**config.mk**
```make
export PLATFORM = sky130hd
export DESIGN_NAME = id_exe_skid_reg
export DESIGN_NICKNAME = d
export VERILOG_FILES = /design/src/rtl/id_exe_skid_reg.sv
export SDC_FILE = /design/constraint.sdc
export NUM_CORES = 1
export LEC_CHECK = 0
export BUFFER_PORTS_ARGS = -buffer_cell sky130_fd_sc_hd__buf_2
export CELL_PAD_IN_SITES_DETAIL_PLACEMENT = 1
export CELL_PAD_IN_SITES_GLOBAL_PLACEMENT = 1
export CORE_ASPECT_RATIO = 0.8
export CORE_MARGIN = 5
export CORE_UTILIZATION = 47
export CTS_BUF_LIST = sky130_fd_sc_hd__clkbuf_4
export DETAILED_ROUTE_END_ITERATION = 8
export PLACE_DENSITY = 0.95
export REMOVE_ABC_BUFFERS = 1
export SLEW_MARGIN = 20
export SYNTH_ARGS = -nofsm -noshare
export SYNTH_HDL_FRONTEND = slang
export SYNTH_SLANG_ARGS = --single-unit
```
**constraint.sdc**
```tcl
create_clock -name clk -period 14.5 [get_ports clk]
set_clock_uncertainty 0.15 [all_clocks]
set_input_delay 1.45 -clock clk [delete_from_list [all_inputs] [get_ports clk]]
set_output_delay 1.45 -clock clk [all_outputs]
set_load 0.01 [all_outputs]
```
**src/rtl/id_exe_skid_reg.sv**
```systemverilog
// ID->EXE stage register with a 2-entry skid buffer, synchronous flush and a
// saturating downstream-stall counter. in_ready is registered so execute's ready never reaches decode combinationally.
module id_exe_skid_reg #(
  parameter int DATA_W = 32,
  parameter int CMD_W  = 4,
  parameter int REG_W  = 4,
  parameter int SHOP_W = 12,
  parameter int IMM_W  = 24,
  parameter int SR_W   = 4,
  parameter int CNT_W  = 16
) (
  input  logic              clk,
  input  logic              rst,
  input  logic              flush,
  input  logic              in_valid,
  output logic              in_ready,
  input  logic [4:0]        in_ctrl,
  input  logic [CMD_W-1:0]  in_exe_cmd,
  input  logic [DATA_W-1:0] in_pc,
  input  logic [DATA_W-1:0] in_val_rn,
  input  logic [DATA_W-1:0] in_val_rm,
  input  logic              in_imm,
  input  logic [SHOP_W-1:0] in_shift_operand,
  input  logic [IMM_W-1:0]  in_signed_imm,
  input  logic [REG_W-1:0]  in_dest,
  input  logic [SR_W-1:0]   in_sr,
  output logic              out_valid,
  input  logic              out_ready,
  output logic [4:0]        out_ctrl,
  output logic [CMD_W-1:0]  out_exe_cmd,
  output logic [DATA_W-1:0] out_pc,
  output logic [DATA_W-1:0] out_val_rn,
  output logic [DATA_W-1:0] out_val_rm,
  output logic              out_imm,
  output logic [SHOP_W-1:0] out_shift_operand,
  output logic [IMM_W-1:0]  out_signed_imm,
  output logic [REG_W-1:0]  out_dest,
  output logic [SR_W-1:0]   out_sr,
  output logic [1:0]        occupancy,
  output logic [CNT_W-1:0]  stall_cnt
);

  typedef struct packed {
    logic [4:0]        ctrl;
    logic [CMD_W-1:0]  exe_cmd;
    logic [DATA_W-1:0] pc;
    logic [DATA_W-1:0] val_rn;
    logic [DATA_W-1:0] val_rm;
    logic              imm;
    logic [SHOP_W-1:0] shop;
    logic [IMM_W-1:0]  simm;
    logic [REG_W-1:0]  dest;
    logic [SR_W-1:0]   sr;
  } entry_t;

  typedef enum logic [1:0] {S_EMPTY = 2'd0, S_ONE = 2'd1, S_TWO = 2'd2} state_t;

  localparam logic [CNT_W-1:0] CNT_ONE = {{(CNT_W-1){1'b0}}, 1'b1};

  state_t           state_q, state_d;
  entry_t           main_q, main_d, skid_q, skid_d, in_ent;
  logic             in_ready_q, in_ready_d;
  logic [CNT_W-1:0] stall_cnt_q, stall_cnt_d;
  logic             in_fire, out_fire;

  assign in_ent = '{ctrl: in_ctrl, exe_cmd: in_exe_cmd, pc: in_pc, val_rn: in_val_rn,
                    val_rm: in_val_rm, imm: in_imm, shop: in_shift_operand,
                    simm: in_signed_imm, dest: in_dest, sr: in_sr};

  assign out_valid = (state_q != S_EMPTY);
  assign in_fire   = in_valid & in_ready_q;
  assign out_fire  = out_valid & out_ready;

  always_comb begin
    state_d     = state_q;
    main_d      = main_q;
    skid_d      = skid_q;
    stall_cnt_d = stall_cnt_q;
    if (flush) begin
      // Squash: the head's out_fire this cycle still counts, nothing new is taken.
      state_d     = S_EMPTY;
      main_d.ctrl = '0;
      skid_d.ctrl = '0;
    end else begin
      case (state_q)
        S_EMPTY: if (in_fire) begin
          state_d = S_ONE;
          main_d  = in_ent;
        end
        S_ONE: begin
          if (in_fire && out_fire) main_d = in_ent;
          else if (in_fire) begin
            state_d = S_TWO;
            skid_d  = in_ent;
          end else if (out_fire) state_d = S_EMPTY;
        end
        S_TWO: if (out_fire) begin
          state_d = S_ONE;
          main_d  = skid_q;
        end
        default: state_d = S_EMPTY;
      endcase
    end
    in_ready_d = (state_d != S_TWO);
    if (out_valid && !out_ready && stall_cnt_q != '1) stall_cnt_d = stall_cnt_q + CNT_ONE;
  end

  always_ff @(posedge clk or posedge rst) begin
    if (rst) begin
      state_q     <= S_EMPTY;
      main_q      <= '0;
      skid_q      <= '0;
      in_ready_q  <= 1'b1;
      stall_cnt_q <= '0;
    end else begin
      state_q     <= state_d;
      main_q      <= main_d;
      skid_q      <= skid_d;
      in_ready_q  <= in_ready_d;
      stall_cnt_q <= stall_cnt_d;
    end
  end

  assign in_ready          = in_ready_q;
  assign out_ctrl          = out_valid ? main_q.ctrl : 5'b0;
  assign out_exe_cmd       = main_q.exe_cmd;
  assign out_pc            = main_q.pc;
  assign out_val_rn        = main_q.val_rn;
  assign out_val_rm        = main_q.val_rm;
  assign out_imm           = main_q.imm;
  assign out_shift_operand = main_q.shop;
  assign out_signed_imm    = main_q.simm;
  assign out_dest          = main_q.dest;
  assign out_sr            = main_q.sr;
  assign occupancy         = {state_q == S_TWO, state_q == S_ONE};
  assign stall_cnt         = stall_cnt_q;

endmodule

```
**Word level (Yosys, flattened, before mapping)**

Cells that the tools add are included.

- Latch bits: 0
- Logic and storage cells: 70
- Memory bits (read-only): 0
- Input port bits: 155
- Register bits: 319
- Memories: 0
- Output and inout port bits: 170
- Bits in writable memories: 0

- Divide/modulo/power cells: 0
- Equal/unequal tests: 11
- Reduce and logical (&&, ||, !) cells: 14
- Shift operators: 0
- Muxes and demuxes: 17
- Multiply operators: 0
- Add/subtract/negate cells: 1
- Bitwise logic cells: 4
- $lt $le $gt $ge: 0

Operators with widths:

| cell | count |
|---|---|
| $mux 150 | 6 |
| $pmux 150 s3 | 1 |
| $add 16x1->16 const B | 1 |
| $ne 16x16->1 const B | 1 |
| $mux 5 | 3 |
| $mux 2 | 6 |
| $reduce_and 4->1 | 2 |
| $ne 2x2->1 const B | 3 |
| $ne 3x2->1 const B | 2 |
| $pmux 2 s3 | 1 |
| $reduce_bool 2->1 | 3 |
| $reduce_and 5->1 | 1 |
| $ne 2x1->1 const B | 2 |
| $reduce_bool 4->1 | 1 |
| $logic_and 1x1->1 | 3 |
| $ne 3x3->1 const B | 1 |
| $reduce_and 3->1 | 1 |
| $reduce_bool 3->1 | 1 |
| $and 1x1->1 | 2 |
| $eq 2x1->1 const B | 1 |
| $eq 2x2->1 const B | 1 |
| $logic_not 2->1 | 1 |
| $not 1->1 | 2 |
| $logic_not 1->1 | 1 |

**Logic depth before layout (Yosys ltp)**

- Word-level depth: 8
- Mapped depth: 7
- Depth with buffers taken out: 5

**Worst setup path before layout**

Ideal clock, no wire load.

- Path type: input to register
- From: input out_ready
- To: register skid_q[100] (netlist bit)
- Data required time: 14,223 ps
- Stages on the path: 7
- Setup slack: 11,335 ps
- Path buffers: 4
- Setup time: 127 ps
- Arrival: 2,888 ps
- Cells stage by stage: clkbuf_1 -> nor3b_4 -> and2b_1 -> buf_4 -> buf_8 -> buf_6 -> mux2_1

- Longest elaborated chain between the ends: 4

Ends and longest elaborated chain:

| element | line | text |
|---|---|---|
| start, declared | 28 | `input logic out_ready,` |
| $and 1x1->1 | 72 | `assign out_fire = out_valid & out_ready;` |
| $logic_and 1x1->1 | 91 | `if (in_fire && out_fire) main_d = in_ent;` |
| $not 1->1 (no line) | -- |  |
| $reduce_and 4->1 (no line) | -- |  |
| end signal, assigned | 118 | `skid_q <= skid_d;` |
| end, declared | 61 | `entry_t main_q, main_d, skid_q, skid_d, in_ent;` |

No other way between the ends.
A chain may end at the register's enable or synchronous reset.

**Worst setup path in the final report**

- From: input out_ready
- To: register main_q (netlist bit out_dest[2])

- Longest elaborated chain between the ends: 4
- Elaborated cells between the ends (all ways): 5
- Classes of those cells: eq/ne: 2; bitwise: 1; reduce/logical: 2

Ends and longest elaborated chain:

| element | line | text |
|---|---|---|
| $and 1x1->1 (*) | 72 |  |
| $logic_and 1x1->1 | 91 |  |
| $ne 2x1->1 (no line) | -- |  |
| $reduce_and 5->1 (no line) (*) | -- |  |
| end signal, assigned | 117 | `main_q <= main_d;` |
| end, declared | 61 |  |

Mark *: on every way between the ends. The rest lies on a longest branch, timed or not.

==> results_dict.tcl <==
set metrics [dict create \
    status "completed" \
    p_int_mw 1.79 \
    startpoint_type "input pin" \
    p_comb_share_pct 19.2 \
    die_x_um 206 \
    synth_flop_cell "dfrtp_1" \
    fmax_mhz 238 \
    final_util_pct 53.8 \
    grt_pass1_vias 12700 \
    cts_root_buf "clkbuf_4" \
    fillers 3441 \
    final.min_clock_period_ps 4200 \
    pwr-share-clk_pct 32.3 \
    worstMarginPinSlew_ps 1130 \
    synthXorXnorAreaFrac_pct 0.791 \
    netSwitchingPower_mw 0.787 \
    synth.most_common_cell "dfrtp_1" \
    ctsHoldBuffers 0 \
    nNetsFinal 1731 \
    leakage_nw 7.73 \
    cp_num_buf_inv 3 \
    pre_cts_ws_ps 9730 \
    crit_slowest_cell "buf_4" \
    reg2reg_slack_ps 10680 \
    clkSlewWorstSetupHoldPaths_ps 70 \
    yosysUniqueCellTypes 43 \
    die_area_um2 34300 \
    grt_overflow 0 \
    synth_common_cells "dfrtp_1, nand2_1, nor2_1" \
    p_seq_share_pct 48.5 \
    rsz0062_at_grt "no" \
    synth_edf_count 0 \
    wl_met2_um 21900 \
    synth_top_family_by_area "simple AND/OR/NAND/NOR gates" \
    p_per_area_nw_per_um2 158 \
    yosysSeqAreaShare_pct 55.4 \
    dpl.hpwl_um 27300 \
    grt_max_degree 200 \
    cts_tree "done" \
    ys_ff_latch 319 \
    wl_per_cell_um 21.1 \
    grt_pass1_wl_um 69300 \
    synth.largest_area_cell "dfrtp_1" \
    critical_path_class "in2reg" \
    track_usage_pct 25.1 \
    cp_top_family "buffers and inverters" \
    cts_setup_buffers 0 \
    dieHeight_um 167 \
    postRouteAntennaNets 0 \
    ys_top_cells_by_area "dfrtp_1, buf_4, nand2_1" \
    cp_max_fo 92 \
    drc 0 \
    drtPass1Iterations 5 \
    slowest_delay_ps 860 \
    worstPathRequired_ps 14960 \
    synth_area_per_cell_um2 10.4 \
    met1_length_um 16300 \
    cts_buffer_depth 3 \
    synthAdderAreaFrac_pct 0.0869 \
    routed_wl_um 43300 \
    syn_area_um2 14400 \
    antenna_found_initial 11 \
    synthArstFlopShare_pct 100 \
    setup_tns_ps 0 \
    area.growth.synth_to_final_pct 13.2 \
    maxCapViolCount 0 \
    crit_chain "buf_2 -> nand4b_1 -> a31oi_4 -> buf_4 -> buf_4 -> nor2_1 -> a31oi_1" \
    crit_arrival_ps 4660 \
    yosys.area_share.simple_pct 14.0 \
    ir_drop_v 0.0000836 \
    drive_gt1_share_pct 35.5 \
    cts_made_buffers 82 \
    cts_sinks 319 \
    yosys.area.top_type_share_pct 55.3 \
    place_congestion 0.840 \
    start_util_pct 47.5 \
    synthCells 1385 \
    finalSetupViolCount 0 \
    row_count 57 \
    ys.warnings.count 0 \
    fin_ws_ps 10300 \
    drt_iter0_drc 805 \
    ioPinCount 325 \
    vias 11200 \
    hold_viol 0 \
    hp-class "reg2reg" \
    clk_latency_ps 690 \
    synth.area.mux_share_pct 11.8 \
    endpoint_kind "flip-flop" \
    switching_share_pct 30.6 \
    wl_met3_um 3620 \
    coreArea_um2 30300 \
    final.period_utilization_pct 28.9 \
    finalMaxSlewViolations 0 \
    io_buffers 324 \
    htree_levels 3 \
    highest_layer "met5" \
    timing.critical_path.mode_cell "buf_4" \
    slew_headroom_pct 23.8 \
    synth_compound_area_share_pct 7.23 \
    ctsResizeCount 0 \
    avgViaCountPerCell 5.46 \
]
## cells by family (layout without fill, tap and decap cells)
family,Yosys count,in the layout
and+or+nand+nor,505,505
DFF,319,319
buffers and inverters,232,482
AOI/OAI and AO/OA,163,163
muxes,152,152
xor gates and xnor gates,13,13
adders and majority gates,1,1
other,0,5
## cell usage in the layout, fill, tap and decap left out, types with 3 or more instances in the layout
cell type,n
nand2_1,308
nand4_1,4
a31oi_1,146
dfrtp_1,318
and2_1,5
buf_2,324
clkbuf_4,130
a311oi_1,5
bufinv_16,3
diode_2,5
a211oi_1,3
clkinv_1,7
nor2_1,159
a21oi_1,4
xor2_1,13
nor3_1,3
nand3_1,6
mux2i_1,5
mux2_2,97
buf_4,9
mux2_1,50
## flip-flops by register name (all words and copies together), names as in the netlist
register / flops
out_dest: 4
out_shift_operand: 12
out_imm: 1
in_ready: 1
out_signed_imm: 24
stall_cnt: 16
out_val_rm: 32
out_pc: 32
main_q: 5
out_val_rn: 32
state_q: 2
skid_q: 150
out_exe_cmd: 4
out_sr: 4
## per-stage QoR
stage          std cells  hold WS (ps)  instance area (um2)  total power [mW]
2_1_floorplan       1156           308                12900              1.53
3_3_place_gp        1903           317                15100              1.68
3_5_place_dp        1903           325                15100              1.74
4_1_cts             2047           339                16300              2.60
5_1_grt             2052           362                16300              2.72
6_report            2053           337                16300              2.57
## power groups by stage
| stage | logic, mW | registers, mW | clock network [mW] |
|---|---|---|---|
| after global routing | 0.543 | 1.27 | 0.914 |
| after floorplan | 0.266 | 1.26 | 0 |
| after CTS | 0.500 | 1.24 | 0.856 |
| final | 0.495 | 1.25 | 0.832 |
| after detailed placement | 0.489 | 1.25 | 0 |
| after global placement | 0.453 | 1.23 | 0 |
## final cells by class
type / count / area, um2 / share of cell area (%)
inverter: 3 / 21.3 / 0.130
antenna: 5 / 12.5 / 0.0768
clock buffer: 130 / 976 / 5.99
tap: 413 / 517 / 3.17
clock inverter: 14 / 134 / 0.821
timing repair buffer: 335 / 1740 / 10.7
multi-input combinational: 834 / 4920 / 30.2
sequential: 319 / 7980 / 49.0
## path summary, 6_finish.rpt
kind / start / end / cells after the start
max in group asynchronous: rst / out_val_rn[30]$_DFFE_PP0P_ / 4
min in group asynchronous: rst / out_shift_operand[7]$_DFFE_PP0P_ / 2
worst min-delay path: skid_q[85]$_DFFE_PP0P_ / skid_q[85]$_DFFE_PP0P_ / 1
worst min register to register: skid_q[85]$_DFFE_PP0P_ / skid_q[85]$_DFFE_PP0P_ / 1
worst max register to register: state_q[1]$_DFF_PP0_ / out_dest[2]$_DFFE_PP0P_ / 6
worst max-delay path: out_ready / out_dest[2]$_DFFE_PP0P_ / 7
## per-layer routing
| metal | global-route usage (%) | vias to the layer above |
|---|---|---|
| met3 | 8.42 | 121 |
| met1 | 29.2 | 5686 |
| met2 | 43.1 | 451 |
| met5 | 0 | - |
| li1 | - | 4939 |
| met4 | 9.55 | 14 |
(Power assumes the default switching activity.)
